<file path="config.mk">
export PLATFORM = sky130hd
export DESIGN_NAME = uart_tx
export DESIGN_NICKNAME = d
export VERILOG_FILES = /design/src/rtl/uart_tx.sv
export SDC_FILE = /design/constraint.sdc
export NUM_CORES = 1
export LEC_CHECK = 0
export BUFFER_PORTS_ARGS = -buffer_cell sky130_fd_sc_hd__buf_2
export CORE_MARGIN = 8
export CORE_UTILIZATION = 51
export CTS_CLUSTER_DIAMETER = 40
export CTS_CLUSTER_SIZE = 16
export DETAILED_ROUTE_END_ITERATION = 8
export PLACE_DENSITY_LB_ADDON = 0.15
export SETUP_SLACK_MARGIN = 0.2
export SLEW_MARGIN = 30
export SYNTH_ARGS = -nofsm -noshare
export SYNTH_HDL_FRONTEND = slang
export SYNTH_SLANG_ARGS = --single-unit
</file>
<file path="constraint.sdc">
create_clock -name clk -period 2.1 [get_ports clk]
set_input_delay 0.21 -clock clk [delete_from_list [all_inputs] [get_ports clk]]
set_output_delay 0.21 -clock clk [all_outputs]
set_load 0.02 [all_outputs]
</file>
<file path="src/rtl/uart_tx.sv">
// uart_tx: UART transmit serializer that sits downstream of a baudgen_tx
// bit-rate generator. It accepts one word per start/ready handshake, enables
// the generator through baud_ena, and shifts out
//   start(0), DATA_BITS data bits LSB first, optional parity, STOP_BITS stop(1)
// with one line bit per baud_tick. One further tick after the last stop bit
// closes the frame: ready returns high, done pulses and the generator is
// gated off again.
//
// All outputs are registered. Because baudgen_tx idles at its maximum count,
// the first tick after acceptance arrives two cycles later. That tick drives
// the start bit, so tx falls three cycles after the acceptance cycle.

module uart_tx #(
    parameter int DATA_BITS = 8,   // 5..8
    parameter int PARITY    = 0,   // 0 none, 1 odd, 2 even
    parameter int STOP_BITS = 1    // 1 or 2
) (
    input  logic                 clk,
    input  logic                 rstn,
    input  logic                 start,
    input  logic [DATA_BITS-1:0] data,
    input  logic                 baud_tick,
    output logic                 baud_ena,
    output logic                 tx,
    output logic                 ready,
    output logic                 done
);

    // The counter is wide enough for DATA_BITS. It also counts stop bits,
    // and STOP_BITS never exceeds DATA_BITS.
    localparam int CNT_W = $clog2(DATA_BITS + 1);

    typedef enum logic [2:0] {
        S_IDLE,
        S_START,
        S_DATA,
        S_PARITY,
        S_STOP
    } state_t;

    state_t               state_q, state_d;
    logic [DATA_BITS-1:0] shift_q, shift_d;
    logic [CNT_W-1:0]     cnt_q,   cnt_d;
    logic                 par_q,   par_d;
    logic                 tx_q,    tx_d;
    logic                 ready_q, ready_d;
    logic                 ena_q,   ena_d;
    logic                 done_q,  done_d;

    // A tick only counts while the generator is enabled. A stray pulse while
    // idle must not advance anything.
    logic tick_en;
    assign tick_en = baud_tick && ena_q;

    // Parity bit that completes the word. Odd parity makes the total count
    // of 1s odd, and even parity makes it even.
    function automatic logic parity_bit(input logic [DATA_BITS-1:0] w);
        if (PARITY == 1) begin
            return ~^w;
        end
        return ^w;
    endfunction

    // Next-state and next-output logic for the frame sequencer.
    always_comb begin
        // NOTE: every _d is given its hold value first, so no path through the
        // case statement can leave a variable unassigned and infer a latch.
        state_d = state_q;
        shift_d = shift_q;
        cnt_d   = cnt_q;
        par_d   = par_q;
        tx_d    = tx_q;
        ready_d = ready_q;
        ena_d   = ena_q;
        done_d  = 1'b0;

        unique case (state_q)
            S_IDLE: begin
                tx_d    = 1'b1;
                ready_d = 1'b1;
                ena_d   = 1'b0;
                if (start) begin
                    // Capture the word and its parity now. Later changes on
                    // data cannot corrupt the frame.
                    shift_d = data;
                    par_d   = parity_bit(data);
                    cnt_d   = '0;
                    ready_d = 1'b0;
                    ena_d   = 1'b1;
                    state_d = S_START;
                end
            end

            S_START: begin
                if (tick_en) begin
                    tx_d    = 1'b0;
                    cnt_d   = '0;
                    state_d = S_DATA;
                end
            end

            S_DATA: begin
                if (tick_en) begin
                    tx_d    = shift_q[0];
                    shift_d = {1'b0, shift_q[DATA_BITS-1:1]};
                    if (cnt_q == CNT_W'(DATA_BITS - 1)) begin
                        cnt_d   = '0;
                        state_d = (PARITY != 0) ? S_PARITY : S_STOP;
                    end else begin
                        cnt_d = cnt_q + 1'b1;
                    end
                end
            end

            S_PARITY: begin
                if (tick_en) begin
                    tx_d    = par_q;
                    cnt_d   = '0;
                    state_d = S_STOP;
                end
            end

            S_STOP: begin
                if (tick_en) begin
                    tx_d = 1'b1;
                    if (cnt_q == CNT_W'(STOP_BITS)) begin
                        // The tick after the last stop bit ends the frame.
                        cnt_d   = '0;
                        ena_d   = 1'b0;
                        ready_d = 1'b1;
                        done_d  = 1'b1;
                        state_d = S_IDLE;
                    end else begin
                        cnt_d = cnt_q + 1'b1;
                    end
                end
            end

            default: begin
                state_d = S_IDLE;
            end
        endcase
    end

    // State and output registers. Reset returns the line to idle immediately.
    always_ff @(posedge clk or negedge rstn) begin
        if (!rstn) begin
            // NOTE: the shift register is reset as well. It is ordinary
            // datapath state, not a memory array, so the reset is cheap and
            // keeps the block deterministic after an abort.
            state_q <= S_IDLE;
            shift_q <= '0;
            cnt_q   <= '0;
            par_q   <= 1'b0;
            tx_q    <= 1'b1;
            ready_q <= 1'b1;
            ena_q   <= 1'b0;
            done_q  <= 1'b0;
        end else begin
            // NOTE: non-blocking assignments make all registers update
            // together from the previous cycle's values.
            state_q <= state_d;
            shift_q <= shift_d;
            cnt_q   <= cnt_d;
            par_q   <= par_d;
            tx_q    <= tx_d;
            ready_q <= ready_d;
            ena_q   <= ena_d;
            done_q  <= done_d;
        end
    end

    assign tx       = tx_q;
    assign ready    = ready_q;
    assign baud_ena = ena_q;
    assign done     = done_q;

endmodule

</file>
After elaboration in Yosys (flattened, before gate mapping):

Cells that the tools add are included.

* output and inout bits: 4
* word-level logic and storage cells: 71
* flip-flop bits (word level): 20
* input bits: 12

* multiplexer cells: 34
* reduce and logical (&&, ||, !) cells: 14
* add/sub/neg operators: 1
* equal/unequal tests: 14

Operators with widths (number)
* $mux 4: 6
* $mux 3: 7
* $mux 8: 2
* $pmux 4 s4: 1
* $pmux 8 s2: 1
* $pmux 3 s5: 1
* $ne 2x2->1 const B: 7
* $mux 1: 13
* $reduce_and 5->1: 2
* $reduce_xor 8->1: 1
* $reduce_and 7->1: 1
* $eq 3x2->1 const B: 2
* $reduce_and 3->1: 2
* $pmux 1 s5: 1
* $reduce_bool 5->1: 1
* $add 4x1->4 const B: 1
* $eq 4x1->1 const B: 1
* $eq 4x3->1 const B: 1
* $pmux 1 s2: 2
* $reduce_bool 2->1: 2
* $reduce_bool 4->1: 1
* $eq 3x1->1 const B: 1
* $eq 3x3->1 const B: 1
* $logic_not 3->1: 1
* other kinds (4): 4

Longest topological paths before layout:

* depth after elaboration: 4
* depth in mapped cells: 7
* depth with buffers taken out: 6

Worst setup path after synthesis:

Ideal clock, no wire load.

* kind: register to register
* start point: register cnt_q[1]
* end point: register state_q[2]
* slack: 0.304 ns
* setup time: 0.134 ns
* arrival time: 1.661 ns
* required time: 1.966 ns
* stages on the path, launching flop included: 8
* cell sequence: dfrtp_1 > inv_1 > ha_1 > or3b_2 > clkbuf_1 > a32o_1 > o21ai_0 > o21ai_0

* cells in the longest elaborated chain, start to end: 3
* elaborated cells between the ends (all ways): 5

Ends and longest elaborated chain
* from (decl): RTL line 43 `logic [CNT_W-1:0] cnt_q, cnt_d;`
* from (signal assigned): RTL line 164 `cnt_q <= cnt_d;`
* $eq 4x1->1 / $eq 4x3->1 (equally long branches): RTL line 126, 106
* $ne 2x2->1 (no source line)
* $reduce_and 7->1 (no source line) *
* to (signal assigned): RTL line 162 `state_q <= state_d;`
* to (decl): RTL line 41 `state_t state_q, state_d;`

Mark *: on every way between the ends. The rest lies on a longest branch, timed or not.
A chain may end at the register's enable or synchronous reset.

Worst setup path after layout:

* start point: register state_q[1]
* end point: register cnt_q[1]

* cells in the longest elaborated chain, start to end: 4
* elaborated cells between the ends (all ways): 13

Ends and longest elaborated chain
* $eq 3x2->1 / $eq 3x1->1 (equally long branches): RTL line 77 `unique case (state_q)`
* $reduce_or 2->1 (no source line)
* $ne 2x1->1 (no source line) / $reduce_bool 4->1 (equally long branches)
* $reduce_and 5->1 (no source line)

Several ways; a longest one is shown, not always the timed one.

==> metrics.log <==
[metrics] result of the run: finished, final reports clean
[metrics] register bit count reported by yosys: 20
[metrics] fraction of power consumed by the clock network: 0.294
[metrics] final critical-path setup slack: 294 ps
[metrics] layout cells sized above 1: 0.231
[metrics] sum of negative setup slack: 0 ps
[metrics] sequential area share after synthesis: 0.440
[metrics] core box area: 2170 um^2
[metrics] diodes inserted: 0
[metrics] HPWL after detailed placement: 1710 um
[metrics] number of clock sinks: 20
[metrics] Detailed Routing Iterations Pass 1: 4
[metrics] clock latency of the later-clocked register in the worst-skew pair: 290 ps
[metrics] required time of the critical path: 2290 ps
[metrics] worst-case setup slack after placement: 270 ps
[metrics] length in cells of the worst reg-to-reg path: 4
[metrics] global-route wire length before repair: 3940 um
[metrics] via/cell ratio: 5.52
[metrics] Comb power frac: 0.078
[metrics] TritonCTS clock tree: yes
[metrics] fmax: 0.554 GHz
[metrics] yosys warns: 0
[metrics] total met2 wirelength after detailed routing: 1070 um
[metrics] area of placed instances: 1250 um^2
[metrics] overall routing resource usage: 0.117
[metrics] Switching Share: 0.224
[metrics] largest fanout on the critical path: 9
[metrics] starting DRC count in detailed routing: 35
[metrics] initial antenna violation count: 0
[metrics] number of enable flip-flop cells after synthesis: 0
[metrics] leakage power total: 0.669 nW
[metrics] WL met3: 130 um
[metrics] Max-cap violations: 0
[metrics] Synth Instances: 124
[metrics] area growth from synthesis to layout: 14.2%
[metrics] worst relative slew slack: 0.640
[metrics] slew at the pin closest to its max-slew limit: 540 ps
[metrics] Worst Setup Start Kind: flip-flop
[metrics] I/O Buffers: 15
[metrics] RSZ-0062 raised after global routing: false
[metrics] endpoint type of the worst setup path: flip-flop
[metrics] clock buffer count from CTS: 3
[metrics] flip-flop cell with the highest count after synthesis: dfrtp_1
[metrics] data arrival at the endpoint of the critical path: 2000 ps
[metrics] Die X-Extent: 63.4 um
[metrics] last weighted congestion value of the routability-driven placer: 0.825
[metrics] final number of setup-violating endpoints: 0
[metrics] sequential power share: 0.628
[metrics] net count after synthesis: 139
[metrics] vertical extent of the die: 63.4 um
[metrics] r2r setup slk: 290 ps
[metrics] kind of cell adding the most delay to the critical path: simple AND/OR/NAND/NOR gates
[metrics] sum of routed wire length over all layers: 2280 um
[metrics] final standard cell area without fillers: 1310 um^2
[metrics] min-delay src: data[7]
[metrics] post-layout utilization of the core: 0.602
[metrics] sum of internal, switching and leakage power: 613 uW
[metrics] clock slew at the register clock pins of the worst setup and hold paths: 110 ps
[metrics] top routing layer in use: met4
[metrics] Final min period: 1810 ps
[metrics] worst hold path cell count: 3
[metrics] WP depth: 4
[metrics] total die area: 4010 um^2
[metrics] number of distinct library cells after synthesis: 37
[metrics] count of buffering cells on the critical path with inverters included: 0
[metrics] largest net degree at the start of global routing: 21
[metrics] Pint: 475 uW
[metrics] number of primary I/O pins: 16
[metrics] Met1 Wirelength: 1050 um
[metrics] final hold violations: 0
[metrics] maximum ir drop on the vdd rail: 351 uV
[metrics] worst-path cell with the longest stage delay: dfrtp_1
[metrics] netlist area before placement: 1140 um^2
[metrics] Post-Synthesis Mean Instance Area: 9.22 um^2
[metrics] site row count: 17
[metrics] Max Slew Vio Count: 0
[metrics] number of global-route vias before repair: 967
[metrics] Worst path max stage delay: 480 ps
[metrics] number of buffers on the longest clock path: 2
[metrics] startpoint of the most critical register-to-register path: state_q[1]
[metrics] type of the tightest min-delay check: in2reg
[metrics] root buffer cell: clkbuf_4
[metrics] clk_skew: 4.67 ps
[metrics] async set or reset register ratio after synthesis: 1.00
[metrics] chain of cells forming the critical path: or2_4 > a221o_1 > and2_4 > mux2_4
[metrics] per-cell routed wire length: 13.3 um
[metrics] gr ovfl total: 0
[metrics] via count: 944
[metrics] P per Cell Area: 469 nW/um^2
[metrics] end point of the most critical hold path: shift_q[7]
[metrics] category of the critical setup timing path: reg2reg
[metrics] Nets: 160
[metrics] antenna-violating nets left: 0
[metrics] residual DRC count: 0
[metrics] initial standard-cell utilization of the core: 0.527
[metrics] Final period util: 0.860
[metrics] switching power total: 138 uW
[metrics] CTS H-tree depth: 1
[metrics] end of the worst register-to-register path: cnt_q[1]
Yosys cell counts (2+ instances only):
cell,count,share of area
a21oi_1,4,0.018
a31oi_1,3,0.016
clkbuf_1,4,0.013
dfrtp_1,18,0.39
dfstp_2,2,0.046
ha_1,3,0.033
inv_1,6,0.020
mux2i_1,7,0.061
nand2_1,15,0.049
nand3_1,4,0.018
nand4_1,2,0.011
nor2_1,9,0.030
o211ai_1,2,0.013
o21ai_0,17,0.074
xnor2_1,6,0.046
logic make-up (layout without fill, tap and decap cells):
kind of cell	Yosys count	count (layout)	synth area share
xor gates and xnor gates	7	7	0.0536
muxes	9	9	0.0842
DFF	20	20	0.440
adders and majority gates	3	3	0.0328
AOI/OAI and AO/OA	32	32	0.166
buffers and inverters	12	31	0.0470
and+or+nand+nor	41	41	0.176
tightest hold or removal path, delay by kind of cell:
family          cells  cell delay, ps
simple gates        1              60
compound gates      1              60
buf+inv             1             110
per-stage QoR:
stage / instances / hold WS, ps
5_1_grt: 171 / 174
4_1_cts: 169 / 176
2_1_floorplan: 124 / -85.6
3_3_place_gp: 165 / 179
3_5_place_dp: 165 / 183
6_report: 171 / 186
area by class of cell:
| class | instances | area (um^2) |
|---|---|---|
| Sequential cell | 20 | 503 |
| Clock buffer | 3 | 22.5 |
| Timing Repair Buffer | 22 | 130 |
| Fill cell | 198 | 863 |
| Multi-Input combinational cell | 92 | 593 |
| Inverter | 6 | 22.5 |
| Tap cell | 28 | 35.0 |
per-layer routing:
metal	up-vias	GRT usage
li1	467	-
met1	450	0.133
met2	23	0.191
met3	4	0.0389
met4	0	0.0585
met5	-	0
power groups by stage:
stage / registers (mW) / logic [mW] / clock network, mW
after floorplan: 0.393 / 0.0223 / 0
after global placement: 0.392 / 0.0468 / 0
after detailed placement: 0.392 / 0.0475 / 0
after CTS: 0.385 / 0.0490 / 0.186
after global routing: 0.385 / 0.0526 / 0.201
final: 0.385 / 0.0478 / 0.180
flip-flops by register name, summed over array words and instances (netlist names):
signal    count
tx            1
ready         1
cnt_q         4
par_q         1
shift_q       8
state_q       3
baud_ena      1
done          1
repair_timing:
item,4_1_cts,5_1_grt
gates resized for setup,0,1
hold endpoints to repair,18,0
endpoints found under the setup margin,0,1
hold buffers,1,0
buffers inserted,0,2
how the worst max path moves through the flow:
stage | start | end | slack [ps]
floorplan | cnt_q[1] | state_q[2] | 300
global placement | cnt_q[1] | state_q[2] | 310
detailed placement | cnt_q[1] | state_q[2] | 270
CTS | cnt_q[1] | state_q[2] | 250
global route | state_q[1] | cnt_q[1] | 230
finish | state_q[1] | cnt_q[1] | 290
layout by cell type (no fill, tap or decap), drive strengths merged, types with 2 or more instances in the layout:
cell    count
and2        3
dfstp       2
nand2      15
xnor2       6
mux2        2
clkbuf      3
o21ai      18
ha          3
nor2        9
o211ai      2
a31oi       3
a21oi       4
nand3       4
buf        21
nand4       2
dfrtp      18
inv         6
mux2i       7
Note: power is estimated with default switching activity, not from simulation.
